==> src/rtl/memory_writer.sv <==
// memory_writer: packs a valid/ready pixel stream into a frame-organised
// memory image. Each frame is IN_WIDTH words written at
// frame_count*IN_WIDTH + index. Frames with the wrong length are flagged and
// are not committed. Writing stops once MAX_FRAMES frames have been committed.
//
// Ports
//   clk, rst_n      clock, asynchronous active-low reset
//   enable          allows stream words to be accepted
//   clear           synchronous restart; empties the frame image count
//   s_valid/s_ready stream handshake (s_ready decoded from state and enable)
//   s_data, s_last  stream word and end-of-frame marker
//   mem_we/mem_addr/mem_wdata  registered memory write port
//   frame_done      one-cycle pulse on a committed frame
//   len_err         one-cycle pulse on a frame length violation
//   frame_count     number of committed frames
//   full            frame_count has reached MAX_FRAMES
module memory_writer #(
    parameter int unsigned IN_WIDTH   = 784,
    parameter int unsigned DATA_W     = 64,
    parameter int unsigned MAX_FRAMES = 100
) (
    input  logic              clk,
    input  logic              rst_n,
    input  logic              enable,
    input  logic              clear,
    input  logic              s_valid,
    output logic              s_ready,
    input  logic [DATA_W-1:0] s_data,
    input  logic              s_last,
    output logic              mem_we,
    output logic [31:0]       mem_addr,
    output logic [DATA_W-1:0] mem_wdata,
    output logic              frame_done,
    output logic              len_err,
    output logic [15:0]       frame_count,
    output logic              full
);

    localparam int unsigned IDX_W  = (IN_WIDTH > 1) ? $clog2(IN_WIDTH) : 1;
    localparam int unsigned ADDR_W = 32;
    localparam int unsigned CNT_W  = 16;

    typedef enum logic [1:0] {
        ST_IDLE,
        ST_FILL,
        ST_DRAIN,
        ST_FULL
    } state_t;

    state_t              state;
    state_t              state_nxt;
    logic [IDX_W-1:0]    widx;
    logic [IDX_W-1:0]    widx_nxt;
    logic [ADDR_W-1:0]   base;
    logic [ADDR_W-1:0]   base_nxt;
    logic [CNT_W-1:0]    count_nxt;
    logic                full_nxt;
    logic                we_nxt;
    logic [ADDR_W-1:0]   addr_nxt;
    logic [DATA_W-1:0]   wdata_nxt;
    logic                done_nxt;
    logic                lerr_nxt;
    logic                xfer;

    // Ready decode: follows enable while filling, always open while draining
    always_comb begin
        s_ready = 1'b0;
        case (state)
            ST_FILL:  s_ready = enable;
            ST_DRAIN: s_ready = 1'b1;
            default:  s_ready = 1'b0;
        endcase
    end

    assign xfer = s_valid && s_ready;

    // Next-state, frame bookkeeping and write-port values
    always_comb begin
        state_nxt = state;
        widx_nxt  = widx;
        base_nxt  = base;
        count_nxt = frame_count;
        full_nxt  = full;
        we_nxt    = 1'b0;
        addr_nxt  = mem_addr;
        wdata_nxt = mem_wdata;
        done_nxt  = 1'b0;
        lerr_nxt  = 1'b0;

        if (clear) begin
            // Clear wins over any transfer in the same cycle
            state_nxt = ST_IDLE;
            widx_nxt  = '0;
            base_nxt  = '0;
            count_nxt = '0;
            full_nxt  = 1'b0;
        end else begin
            case (state)
                ST_IDLE: begin
                    if (enable && !full) begin
                        state_nxt = ST_FILL;
                    end
                end
                ST_FILL: begin
                    if (xfer) begin
                        we_nxt    = 1'b1;
                        addr_nxt  = base + ADDR_W'(widx);
                        wdata_nxt = s_data;
                        if (widx == IDX_W'(IN_WIDTH - 1)) begin
                            widx_nxt = '0;
                            if (s_last) begin
                                // Commit: base advances so the next frame lands after this one
                                done_nxt = 1'b1;
                                base_nxt = base + ADDR_W'(IN_WIDTH);
                                if (frame_count != CNT_W'(MAX_FRAMES)) begin
                                    count_nxt = frame_count + CNT_W'(1);
                                end
                                if (frame_count == CNT_W'(MAX_FRAMES - 1)) begin
                                    full_nxt  = 1'b1;
                                    state_nxt = ST_FULL;
                                end
                            end else begin
                                // Overlong frame: swallow the rest up to s_last
                                lerr_nxt  = 1'b1;
                                state_nxt = ST_DRAIN;
                            end
                        end else if (s_last) begin
                            // Short frame: restart at the same base, overwriting it
                            lerr_nxt = 1'b1;
                            widx_nxt = '0;
                        end else begin
                            widx_nxt = widx + IDX_W'(1);
                        end
                    end
                end
                ST_DRAIN: begin
                    if (xfer && s_last) begin
                        state_nxt = ST_FILL;
                    end
                end
                ST_FULL: begin
                    state_nxt = ST_FULL;
                end
                default: begin
                    state_nxt = ST_IDLE;
                end
            endcase
        end
    end

    // State and output registers
    always_ff @(posedge clk or negedge rst_n) begin
        if (!rst_n) begin
            state       <= ST_IDLE;
            widx        <= '0;
            base        <= '0;
            frame_count <= '0;
            full        <= 1'b0;
            mem_we      <= 1'b0;
            mem_addr    <= '0;
            mem_wdata   <= '0;
            frame_done  <= 1'b0;
            len_err     <= 1'b0;
        end else begin
            state       <= state_nxt;
            widx        <= widx_nxt;
            base        <= base_nxt;
            frame_count <= count_nxt;
            full        <= full_nxt;
            mem_we      <= we_nxt;
            mem_addr    <= addr_nxt;
            mem_wdata   <= wdata_nxt;
            frame_done  <= done_nxt;
            len_err     <= lerr_nxt;
        end
    end

endmodule
==> config.mk <==
export PLATFORM = sky130hd
export DESIGN_NAME = memory_writer
export DESIGN_NICKNAME = d
export VERILOG_FILES = /design/src/rtl/memory_writer.sv
export SDC_FILE = /design/constraint.sdc
export NUM_CORES = 1
export LEC_CHECK = 0
export CAP_MARGIN = 20
export CORE_ASPECT_RATIO = 1.25
export CORE_UTILIZATION = 40
export DETAILED_ROUTE_END_ITERATION = 16
export PLACE_DENSITY_LB_ADDON = 0.15
export SYNTH_ARGS = -nofsm -noshare
export SYNTH_HDL_FRONTEND = slang
export SYNTH_SLANG_ARGS = --single-unit
==> constraint.sdc <==
create_clock -name clk -period 6.4 [get_ports clk]
set_input_delay 1.28 -clock clk [delete_from_list [all_inputs] [get_ports clk]]
set_output_delay 1.28 -clock clk [all_outputs]
set_load 0.005 [all_outputs]
==> results.txt <==
In the final routed layout, each cell accounts on average for 14.6 um. Registers take 0.00390 mm^2. TritonCTS built the clock tree. The repair_antennas step left the layout with diodes totalling 0.

For the summed negative setup slack over all endpoints, the log shows 0 ps. The die is 123 um wide. Setup repair after global routing left no endpoint under its margin. At the pin with the least slew margin, the transition time is 1080 ps. The share of post-route cells with drive strength above 1 works out to 0.0501. Register-to-register setup slack: 3620 ps.

The largest fanout of any net on the critical path works out to 5. Using the TritonRoute via totals, the vias-per-cell ratio works out to 5.06. The worst setup path is of the in -> out kind. The mapped netlist covers 0.00737 mm^2. For the count of buffers added by post-CTS timing repair for setup, the log shows 0. For this design, the sink count on the clock tree is 156. The overall fraction of global-route tracks in use is 0.193. The number of antenna violations at the first check in global routing came out at 0. The number of nets produced by synthesis is 902, and the via count of the first global-routing pass is 5879.

The tree is rooted in a sky130_fd_sc_hd__clkbuf_16. Standard cell with the maximum stage delay on the critical path: sky130_fd_sc_hd__clkdlybuf4s50_1. The finished cells cover 0.0100 mm^2. Endpoint of the worst hold-timing path: mem_wdata[10]$_DFFE_PN0P_. The worst hold path begins at mem_wdata[10]$_DFFE_PN0P_. The area taken by multi-input logic gates was 0.00324 mm^2. The number of buffers added to fix hold violations after cts was 0. At the worst endpoint, the required time is 5120 ps. For the largest net degree at the start of global routing, the log shows 111. Buffers inserted during clock tree synthesis total 17. The critical path runs through a total of 4 cells. The logs give 1070 for the net count reported at finish and 4.51 nW for the leakage power. The stage delay of the slowest cell on the critical path is 540 ps. The die is 154 um tall. The depth of the most critical reg-to-reg path was 8; the final antenna-violating net count was 0.

Counting along the longest clock path gives a buffer depth of 2. Yosys mapped the design onto 53 distinct sky130hd cell types. The worst min-delay path category was reg -> reg. The power density over the cells was 316 mW/mm^2; the data arrival time of the worst path was 2530 ps.

The full die area was 0.0190 mm^2; the count of flip-flops with a built-in enable after synthesis was 0. The effective utilization at floorplan came out at 0.407. In the synthesized netlist the dominant register cell turns out to be sky130_fd_sc_hd__dfrtp_1.

Synthesis handed over a netlist of 817 instances. The remaining max-slew budget at the tightest pin was 0.281. The total of max-cap violations is 0, and the filler cell count is 1664. Static timing analysis puts the maximum clock frequency at 262 MHz. Fraction of power consumed by sequential logic: 0.406.

The pre-antenna-repair detailed-routing pass consisted of 5 iterations. The share of power burned in the clock network was 0.348; the number of hold violations in the final report was 0. The number of warnings reported in the yosys synthesis log was 0.

The number of port buffers is 186, and the worst-skew pair later-pin latency is 420 ps. The run gives 187 as the number of top-level pins. The maximum vdd ir drop was 0.000176 V. The endpoint identified for the worst register-to-register timing path is frame_count[7]$_DFFE_PN0P_.

Broken down by cell family, the worst path's largest delay share belongs to buffers and inverters. The cell type with the highest occurrence count on the critical path is sky130_fd_sc_hd__clkdlybuf4s50_1. After detailed routing, the number of remaining DRC violations is 0.

The H-tree was split into 4 levels. Setup violations remaining at the end of the flow were counted as 0. The synthesized design contains 156 register bits. The detailed router finished its first iteration with 288 violations. The total area inside the core boundary comes to 0.0181 mm^2.

The first global-routing pass estimated 29.0 mm of wire. Between clock sinks in the finished design, the worst skew comes to 5.85 ps. Summing all placed instances gives a cell area of 0.00939 mm^2. The combinational cell fraction of total power came out at 0.246. The origin of the critical flop-to-flop path is state[0]$_DFFE_PN0P_. For this design the total switching power over the nets is 824 uW. From synthesis to final layout, the design area changed by 36.3%. The portion of the post-synthesis area used by sequential elements is 0.530. The run finished with clean final reports. Endpoint class of the critical path: an output pin.

The max-slew violation count was 0; the share of async-settable or async-resettable flops after synthesis was 1.00. The floorplan has 55 rows. Number of buffer and inverter instances along the worst setup path: 2.

Gates resized during post-CTS repair numbered 0. Summed over all layers, the routed wires come to 17.9 mm. The total overflow left after global routing is 0. Final critical-path share of the clock period: 0.596. Routability-driven placement finished with a final weighted congestion of 0.775. The worst hold path was traced through 2 stages. After layout, the minimum clock period comes to 3810 ps. The signal on the critical path passes through clkdlybuf4s50_1 > a21oi_1 > nor2b_1 > clkdlybuf4s50_1.

Across all layers, the routed design uses 6205 vias. Cell internal power was estimated by the tool at 2.35 mW. STA classifies the critical path startpoint as a primary input. The placed wire-length estimate after detailed placement was 11.9 mm; the post-CTS clock slew at the launch and capture registers of the worst setup and hold paths was 60 ps. Each instance of the synthesized netlist takes up on average 9.02 um^2. The switching part of the total works out to 0.259.
-- how the worst max path moves through the flow --
stage                 from                       end  slack (ps)
floorplan           enable                   s_ready        3660
global placement     clear  mem_addr[26]$_DFFE_PN0P_        2560
detailed placement   clear  mem_addr[31]$_DFFE_PN0P_        2530
CTS                 enable                   s_ready        2580
global route        enable                   s_ready        2520
finish              enable                   s_ready        2590
-- layer usage --
| layer | global-route usage | vias to the layer above | wire length [um] |
|---|---|---|---|
| met5 | 0 | - | 0 |
| met4 | 0.0539 | 0 | 207 |
| met3 | 0.0371 | 19 | 762 |
| met2 | 0.335 | 140 | 8970 |
| met1 | 0.242 | 2954 | 7960 |
| li1 | - | 3092 | - |
-- Yosys cell counts, drive strengths merged (6+ instances only) --
| master | n | area (um^2) |
|---|---|---|
| a21oi | 21 | 105 |
| and2 | 8 | 50.1 |
| and3 | 8 | 50.1 |
| buf | 7 | 43.8 |
| clkbuf | 38 | 143 |
| dfrtp | 156 | 3900 |
| ha | 15 | 188 |
| inv | 12 | 45.0 |
| nand2 | 265 | 997 |
| nand3 | 31 | 155 |
| nand4 | 34 | 213 |
| nor2 | 47 | 176 |
| nor3 | 9 | 45.0 |
| nor4 | 6 | 37.5 |
| o211ai | 6 | 45.0 |
| o21ai | 36 | 184 |
| o31ai | 6 | 45.0 |
| or3 | 9 | 56.3 |
| or4 | 10 | 78.8 |
| xnor2 | 18 | 158 |
| xor2 | 33 | 289 |
-- sequential cells by signal, summed over array words and instances (netlist names) --
name and cells:
frame_done 1, frame_count 16, mem_we 1, base 28, mem_wdata 64, mem_addr 32, full 1, widx 10
len_err 1, state 2
-- worst min-delay path, cell delays in order (launching register included) --
cell	delay, ps
sky130_fd_sc_hd__dfrtp_1	340
sky130_fd_sc_hd__nand2_1	50
sky130_fd_sc_hd__nand2_1	50
-- power by group through the flow --
stage	Combinational [mW]	Clock (mW)	Sequential, mW
6_report	0.782	1.11	1.29
4_1_cts	0.799	1.13	1.29
5_1_grt	0.873	1.18	1.31
2_1_floorplan	0.271	0	1.32
3_5_place_dp	0.796	0	1.31
3_3_place_gp	0.789	0	1.30
-- layout make-up --
class,instances,area share
Timing Repair Buffer,194,0.191
Clock buffer,21,0.0459
Inverter,13,0.00486
Clock inverter,11,0.0189
Multi-Input combinational cell,603,0.322
Tap cell,228,0.0284
Sequential cell,156,0.389
-- cell usage in the layout, fill, tap and decap left out, types with 3 or more instances in the layout --
cell type                           n
sky130_fd_sc_hd__nor3_1             9
sky130_fd_sc_hd__ha_1              15
sky130_fd_sc_hd__nand2_1          263
sky130_fd_sc_hd__bufinv_16          5
sky130_fd_sc_hd__dfrtp_1          156
sky130_fd_sc_hd__a211oi_1           3
sky130_fd_sc_hd__clkdlybuf4s50_1  184
sky130_fd_sc_hd__or2_2              3
sky130_fd_sc_hd__nor4_1             6
sky130_fd_sc_hd__or4_1              9
sky130_fd_sc_hd__o31ai_1            6
sky130_fd_sc_hd__inv_1             12
sky130_fd_sc_hd__clkbuf_16         17
sky130_fd_sc_hd__clkinvlp_4         4
sky130_fd_sc_hd__a21o_1             3
sky130_fd_sc_hd__o211ai_1           6
sky130_fd_sc_hd__xnor2_1           18
sky130_fd_sc_hd__o21ai_0           34
sky130_fd_sc_hd__xor2_1            33
sky130_fd_sc_hd__a31oi_1            3
sky130_fd_sc_hd__and2_1             8
sky130_fd_sc_hd__nor4b_1            3
sky130_fd_sc_hd__nand3_1           31
sky130_fd_sc_hd__a21oi_1           21
sky130_fd_sc_hd__nor2_1            47
sky130_fd_sc_hd__or3_1              9
sky130_fd_sc_hd__and3_1             8
sky130_fd_sc_hd__nand4_1           34
sky130_fd_sc_hd__buf_4              8
-- cells by family (layout without fill, tap and decap cells) --
kind of cell,after synthesis,after routing,share of synthesized area
compound gates,91,91,0.0786
buf+inv,58,239,0.0319
xor+xnor,51,51,0.0606
simple gates,444,444,0.271
mux,2,2,0.00289
flops,156,156,0.530
fa+ha+maj,15,15,0.0255
-- per-stage QoR --
step                      instances  utilization  hold WS [ps]  worst slack [ps]  total power, mW
after detailed placement       1194        0.519           461              2530             2.11
after global routing           1226        0.555           491              2520             3.36
after CTS                      1226        0.555           476              2580             3.22
after floorplan                 817            -           463              3660             1.59
final                          1226        0.555           469              2590             3.18
after global placement         1194        0.519           456              2560             2.09
Power figures use the tool's default switching activity.
